## config.mk

```make
export PLATFORM = sky130hd
export DESIGN_NAME = dbi_decode_128b
export DESIGN_NICKNAME = d
export VERILOG_FILES = /design/src/rtl/dbi_decode_128b.sv
export SDC_FILE = /design/constraint.sdc
export NUM_CORES = 1
export LEC_CHECK = 0
export BUFFER_PORTS_ARGS = -buffer_cell sky130_fd_sc_hd__buf_2
export CORE_AREA = 8 8 213 215
export CTS_BUF_LIST = sky130_fd_sc_hd__clkbuf_16
export CTS_CLUSTER_DIAMETER = 60
export DETAILED_ROUTE_END_ITERATION = 10
export DIE_AREA = 0 0 221 223
export PLACE_DENSITY = 0.8
export RECOVER_POWER = 25
export REMOVE_ABC_BUFFERS = 1
export SLEW_MARGIN = 20
export SYNTH_ARGS = -nofsm -noshare
export SYNTH_HDL_FRONTEND = slang
export SYNTH_SLANG_ARGS = --single-unit
```

## constraint.sdc

```tcl
create_clock -name clk -period 10.3 [get_ports clk]
set_clock_uncertainty 0.15 [all_clocks]
set_input_delay 1.03 -clock clk [delete_from_list [all_inputs] [get_ports clk]]
set_output_delay 1.03 -clock clk [all_outputs]
set_load 0.05 [all_outputs]
```

## src/rtl/dbi_decode_128b.sv

```systemverilog
// Receive-side DBI decoder: restores the payload at accept, buffers it in a
// 2-entry skid buffer and keeps encoded-bus toggle/word statistics.
module dbi_decode_128b #(
   parameter int BW    = 128,
   parameter int CNT_W = 32
) (
   input  logic             clk,
   input  logic             reset,
   input  logic             dbi_en,
   input  logic             in_valid,
   input  logic [BW:0]      in_data,
   output logic             in_ready,
   output logic             out_valid,
   output logic [BW-1:0]    out_data,
   input  logic             out_ready,
   input  logic             stats_clr,
   output logic [CNT_W-1:0] toggle_cnt,
   output logic [CNT_W-1:0] word_cnt,
   output logic             err_flag
);

   localparam int PW = $clog2(BW + 2);
   localparam int SW = ((CNT_W > PW) ? CNT_W : PW) + 1;
   localparam logic [SW-1:0] CMAX = {{(SW - CNT_W){1'b0}}, {CNT_W{1'b1}}};

   typedef enum logic [1:0] {
      EMPTY,
      ONE,
      FULL
   } state_t;

   state_t            state_q, state_d;
   logic [BW-1:0]     head_q, head_d;
   logic [BW-1:0]     tail_q, tail_d;
   logic [BW:0]       prev_q, prev_d;
   logic [CNT_W-1:0]  tog_q, tog_d;
   logic [CNT_W-1:0]  word_q, word_d;
   logic              err_q, err_d;

   logic              acc;
   logic              pop;
   logic [BW-1:0]     dec;
   logic [BW:0]       diff;
   logic [PW-1:0]     pc;
   logic [CNT_W-1:0]  tog_base;
   logic [CNT_W-1:0]  word_base;
   logic [SW-1:0]     tog_sum;
   logic [SW-1:0]     word_sum;

   assign in_ready   = (state_q != FULL);
   assign out_valid  = (state_q != EMPTY);
   assign out_data   = head_q;
   assign toggle_cnt = tog_q;
   assign word_cnt   = word_q;
   assign err_flag   = err_q;

   assign acc = in_valid && in_ready;
   assign pop = out_valid && out_ready;

   assign dec = (dbi_en && in_data[BW]) ? ~in_data[BW-1:0]
                                        : in_data[BW-1:0];

   always_comb begin
      state_d = state_q;
      head_d  = head_q;
      tail_d  = tail_q;
      unique case (state_q)
         EMPTY: begin
            if (acc) begin
               head_d  = dec;
               state_d = ONE;
            end
         end
         ONE: begin
            if (acc && pop) begin
               head_d = dec;
            end else if (acc) begin
               tail_d  = dec;
               state_d = FULL;
            end else if (pop) begin
               state_d = EMPTY;
            end
         end
         FULL: begin
            if (pop) begin
               head_d  = tail_q;
               state_d = ONE;
            end
         end
         default: state_d = EMPTY;
      endcase
   end

   always_comb begin
      diff = in_data ^ prev_q;
      pc   = '0;
      for (int i = 0; i <= BW; i++) begin
         pc = pc + PW'(diff[i]);
      end
   end

   // A clear coinciding with an accept keeps only that word's contribution.
   always_comb begin
      prev_d    = prev_q;
      tog_base  = stats_clr ? '0 : tog_q;
      word_base = stats_clr ? '0 : word_q;
      tog_sum   = SW'(tog_base) + SW'(pc);
      word_sum  = SW'(word_base) + SW'(1);
      tog_d     = tog_base;
      word_d    = word_base;
      err_d     = stats_clr ? 1'b0 : err_q;
      if (acc) begin
         prev_d = in_data;
         tog_d  = (tog_sum > CMAX) ? '1 : tog_sum[CNT_W-1:0];
         word_d = (word_sum > CMAX) ? '1 : word_sum[CNT_W-1:0];
         if (!dbi_en && in_data[BW]) begin
            err_d = 1'b1;
         end
      end
   end

   always_ff @(posedge clk) begin
      if (reset) begin
         state_q <= EMPTY;
         head_q  <= '0;
         tail_q  <= '0;
         prev_q  <= '0;
         tog_q   <= '0;
         word_q  <= '0;
         err_q   <= 1'b0;
      end else begin
         state_q <= state_d;
         head_q  <= head_d;
         tail_q  <= tail_d;
         prev_q  <= prev_d;
         tog_q   <= tog_d;
         word_q  <= word_d;
         err_q   <= err_d;
      end
   end

endmodule

```

==> metrics, run 1 <==
fill count=3584; Post-synth EDFFs=0; setup violators final=0; min Tclk post-route=9.36 ns; CP Class=in2reg; # Post-CTS Setup Buffers=0; largest net degree at the start of global routing=210; CP endpoint kind=flip-flop; RSZ-0062 raised after global routing=no; starting density of the core=56.7%; Mapped Cells=2819; grt ovf=0; Min-Delay Endpoint=prev_q[76]; post-route ant nets=0; hold_buf cts=0; vias per cell=5.75; via count=20800; Ys Warns=0; crit path DAT=9.62 ns; share of the yosys chip area belonging to registers=37.7%; core box area=42300 um^2; Worst Hold Class=reg2reg; status=finished with violations; DR WL/cell=18.2 um; period utilization=90.9%; drt first pass iters=5; failing checks=capacitance limit, slew limit; FF-to-FF End=toggle_cnt[24]; Clock Pin Slew Worst Setup and Hold Paths=0.06 ns; hpwl dp=45900 um; startpoint types=input pin; Synth Register Bits=452; Distinct cells, synth=67; H-tree levels=2; Syn Area/Cell=8.52 um^2; gpl congestion=0.911; Post-Syn Area=24000 um^2; Fin Hold WS=0.315 ns; die width=221 um; Slew HR=-422%; post_cts resized=0; initial DRC count=1681; Setup WS post-layout=0.941 ns; main flop type after synthesis=dfxtp_1; CTS tree=done; CP Data Required Time=10.56 ns; CTS Buffer Depth=3; WL final=65600 um; asr flop ratio synth=0%; IO Count=330; antenna violations before repair=13; Post-DP Area=25800 um^2; Worst Tran Pin Value=7.83 ns; area grow syn2layout=13.4%; R2R setup slack=1.17 ns; share of cells above drive strength 1=9.42%; Num CTS Buffers=49; vias in the first global route=20500; Root Buffer Master=clkbuf_16; Overall Global Routing Usage=25.6%; dpl ws=0.375 ns; Worst-Skew Late Latency=0.59 ns; Max FO, Critical Path=11; # DRC=0; cell area after layout=27200 um^2; max frequency=107 MHz; # clock sinks=452; final max-slew violation count=283; Die Height=223 um; global-route wire length before repair=106000 um; num rows=76; die area=49300 um^2; Reg2Reg Depth=27; min-delay src=prev_q[76]; setup_tns=0 ns; Hold Path Depth=2; Final #Nets=3322; # port buffers=329; Hold Vio Cnt, Final=0; number of max-cap violations=2; r2r startpoint=prev_q[89]
worst max-delay path: stages:
cell,delay [ns]
buf_2,0.12
xor2_1,0.16
fa_1,0.55
inv_1,0.06
fa_1,0.56
inv_1,0.06
fa_1,0.55
fa_1,0.57
inv_1,0.05
fa_1,0.48
fa_1,0.52
inv_1,0.05
fa_1,0.47
fa_1,0.56
inv_1,0.07
fa_1,0.50
fa_1,0.55
inv_1,0.04
ha_1,0.22
fa_1,0.41
a21o_1,0.19
a21oi_1,0.25
o21ai_0,0.17
a311o_1,0.35
a21oi_1,0.18
or4_1,0.42
and4_1,0.37
a211oi_1,0.12
cells in the final DEF, fill, tap and decap left out, drive strengths merged, types with 7 or more instances in the layout:
cell type,count
dfxtp,452
nor2,447
nand2,298
a21oi,285
a211oi,277
xor2,211
clkbuf,209
buf,196
inv,127
fa,119
xnor2,65
ha,48
nor3,43
nor2b,33
nor4,19
o21ai,19
clkinv,16
nand3,14
nand4,13
and3,12
a311oi,12
or4,9
and4,8
nand3b,8
a31oi,8
nand2b,7
and2,7
how the worst max path moves through the flow:
| stage | slack (ns) | endpoint | cells past startpoint | startpoint |
|---|---|---|---|---|
| 2_1_floorplan | -1.81 | out_data[0] | 3 | in_valid |
| 3_3_place_gp | 0.46 | toggle_cnt[28] | 28 | in_data[89] |
| 3_5_place_dp | 0.38 | toggle_cnt[28] | 28 | in_data[89] |
| 4_1_cts | 1.0 | toggle_cnt[24] | 28 | in_data[89] |
| 5_1_grt | 0.63 | toggle_cnt[28] | 29 | in_data[109] |
| 6_report | 0.94 | toggle_cnt[24] | 28 | in_data[89] |
through the flow:
step | std cells | utilization [%]
after floorplan | 2613 | -
after global placement | 3515 | 61.0
after detailed placement | 3515 | 61.0
after CTS | 3604 | 64.8
after global routing | 3608 | 64.3
final | 3609 | 64.3
logic make-up (layout without fill, tap and decap cells):
kind of cell,count (synthesis),after routing,synth area share [%]
compound gates,656,656,17.7
simple gates,942,942,16.9
mux,5,5,0.214
buf+inv,321,560,5.08
other cells,0,5,0
fa+ha+maj,167,167,12.4
flops,452,452,37.7
xor+xnor,276,276,10.1
state kept, by name, summed over array words and instances (netlist names):
signal,cells
err_flag,1
out_data,128
prev_q,129
state_q,2
tail_q,128
toggle_cnt,32
word_cnt,32
synth_stat cells, types with 33 or more instances:
cell / count / area, um^2
dfxtp_1: 452 / 9050
nor2_1: 447 / 1680
nand2_1: 298 / 1120
a21oi_1: 285 / 1430
a211oi_1: 272 / 2040
xor2_1: 211 / 1850
clkbuf_1: 185 / 694
fa_1: 119 / 2380
inv_1: 115 / 432
xnor2_1: 65 / 569
ha_1: 48 / 601
nor3_1: 42 / 210
nor2b_1: 33 / 206
layout make-up:
type / instances / area [um^2] / share of cell area (%)
Tap cell: 546 / 683 / 2.51
Sequential cell: 452 / 9050 / 33.2
Clock buffer: 50 / 1250 / 4.60
Antenna cell: 5 / 12.5 / 0.0460
Multi-Input combinational cell: 2046 / 13800 / 50.7
Inverter: 115 / 432 / 1.59
Timing Repair Buffer: 356 / 1660 / 6.11
Clock inverter: 39 / 337 / 1.24
routing by layer:
| layer | part of all wire, % | GRT usage (%) | vias to the layer above |
|---|---|---|---|
| met2 | 49 | 43.9 | 613 |
| met3 | 6.1 | 5.07 | 144 |
| met1 | 42 | 31.8 | 9988 |
| met4 | 3.1 | 9.43 | 16 |
| li1 | - | - | 9993 |
| met5 | 0.15 | 0 | - |
Power of run 1 is not shown: default switching activity piles up to over one toggle a cycle in this logic, so the estimate is an artifact.
==> run 2: changes to the inputs <==
--- a/constraint.sdc
+++ b/constraint.sdc
@@ -3,3 +3,3 @@
 set_input_delay 1.03 -clock clk [delete_from_list [all_inputs] [get_ports clk]]
 set_output_delay 1.03 -clock clk [all_outputs]
-set_load 0.05 [all_outputs]
+set_load 0.02 [all_outputs]
==> metrics, run 2 (synthesized netlist as in run 1, its figures left out) <==
Slew HR=-115% (was -422%); r2r startpoint=prev_q[89] (unchanged); DR WL met2=31800 um (about the same); post-route ant nets=0 (unchanged); DR WL/cell=18.2 um (about the same); max reg flops=129 (unchanged); Final #Nets=3322 (unchanged); max frequency=107 MHz (about the same); # clock sinks=452 (unchanged); WL met3=3760 um (was 3970 um); FF-to-FF End=toggle_cnt[24] (unchanged); num rows=76 (unchanged); Min-Delay Endpoint=prev_q[76] (unchanged); top routing layer in use=met5 (unchanged); Clock Pin Slew Worst Setup and Hold Paths=0.06 ns (about the same); initial DRC count=1735 (was 1681); post_cts resized=0 (unchanged); Worst Tran Pin Value=3.23 ns (was 7.83 ns); CP endpoint kind=flip-flop (unchanged); core box area=42300 um^2 (unchanged); startpoint types=input pin (unchanged); largest net degree at the start of global routing=210 (unchanged); Max FO, Critical Path=11 (unchanged); Root Buffer Master=clkbuf_16 (unchanged); via count=20700 (was 20800); min Tclk post-route=9.35 ns (was 9.36 ns); area grow syn2layout=13.4% (about the same); die area=49300 um^2 (unchanged); most used cell, CP=fa_1 (unchanged); fill count=3582 (was 3584); setup_tns=0 ns (unchanged); Num CTS Buffers=49 (unchanged); min-delay src=prev_q[76] (unchanged); Reg2Reg Depth=27 (unchanged); vias per cell=5.74 (was 5.75); status=finished with violations (unchanged); Overall Global Routing Usage=25.6% (unchanged); DRT met1 WL=27900 um (was 27700 um); CP Data Required Time=10.57 ns (was 10.56 ns); period utilization=90.8% (was 90.9%); hold_buf cts=0 (unchanged); starting density of the core=56.7% (unchanged); slowest cell on the critical path=fa_1 (unchanged); gpl congestion=0.911 (unchanged); H-tree levels=2 (unchanged); WL final=65500 um (was 65600 um); grt ovf=0 (unchanged); Worst-Skew Late Latency=0.59 ns (about the same); antenna violations before repair=13 (unchanged); share of cells above drive strength 1=9.39% (was 9.42%); most frequent cells in the layout=dfxtp_1, nor2_1, nand2_1 (unchanged); # Post-CTS Setup Buffers=0 (unchanged); RSZ-0062 raised after global routing=no (unchanged); vias in the first global route=20500 (unchanged); Hold Vio Cnt, Final=0 (unchanged); Hold Path Depth=2 (unchanged); failing checks=capacitance limit, slew limit (unchanged); Final Util=64.3% (about the same); CP Class=in2reg (unchanged); global-route wire length before repair=106000 um (unchanged); Die Height=223 um (unchanged); Biggest register=prev_q (unchanged); CTS Buffer Depth=3 (unchanged); # port buffers=329 (unchanged); # DRC=0 (unchanged); CTS tree=done (unchanged); IO Count=330 (unchanged); R2R setup slack=1.18 ns (was 1.17 ns); die width=221 um (unchanged); hpwl dp=45900 um (unchanged); final max-slew violation count=73 (was 283); commonest non-fill, non-tap cell in the layout=dfxtp_1 (unchanged); number of max-cap violations=1 (was 2); crit path DAT=9.61 ns (was 9.62 ns); Worst Hold Class=reg2reg (unchanged); setup violators final=0 (unchanged); drt first pass iters=5 (unchanged); crit-path max cell delay=0.57 ns (about the same)
## run 2: metrics by stage
step	cell area (um^2)	cells	hold WS [ns]	worst slack, ns
after detailed placement	25800	3515	0.308	0.375
after global routing	27200	3608	0.334	0.634
final	27200	3609	0.315	0.952
after CTS	27400	3604	0.316	0.997
after global placement	25800	3515	0.303	0.456
after floorplan	23200	2613	0.292	-1.81
## run 2: final cells by class
class / count / area (um^2) / area share [%]
timing repair buffer: 356 / 1670 / 6.13
multi-input combinational: 2046 / 13800 / 50.7
sequential: 452 / 9050 / 33.2
inverter: 115 / 432 / 1.59
tap: 546 / 683 / 2.51
clock buffer: 50 / 1250 / 4.60
clock inverter: 39 / 337 / 1.24
antenna: 5 / 12.5 / 0.0460
## run 2: critical path: cells and delay by family
kind                       cells  cell delay, ns
AOI/OAI and AO/OA              6            1.25
xor gates and xnor gates       1            0.16
buffers and inverters          7            0.45
adders and majority gates     12            5.94
and+or+nand+nor                2            0.79
## run 2: how the worst max path moves through the flow
stage	from	endpoint	slack, ns	depth (start not counted)
2_1_floorplan	in_valid	out_data[0]	-1.81	3
3_3_place_gp	in_data[89]	toggle_cnt[28]	0.46	28
3_5_place_dp	in_data[89]	toggle_cnt[28]	0.38	28
4_1_cts	in_data[89]	toggle_cnt[24]	1.0	28
5_1_grt	in_data[109]	toggle_cnt[28]	0.63	29
6_report	in_data[89]	toggle_cnt[24]	0.95	28
## run 2: layer usage
| metal | vias to the layer above | track usage (%) |
|---|---|---|
| met3 | 142 | 5.07 |
| met2 | 587 | 43.9 |
| li1 | 9978 | - |
| met4 | 16 | 9.43 |
| met1 | 9977 | 31.8 |
| met5 | - | 0 |
Power of run 2 is left out for the same reason.
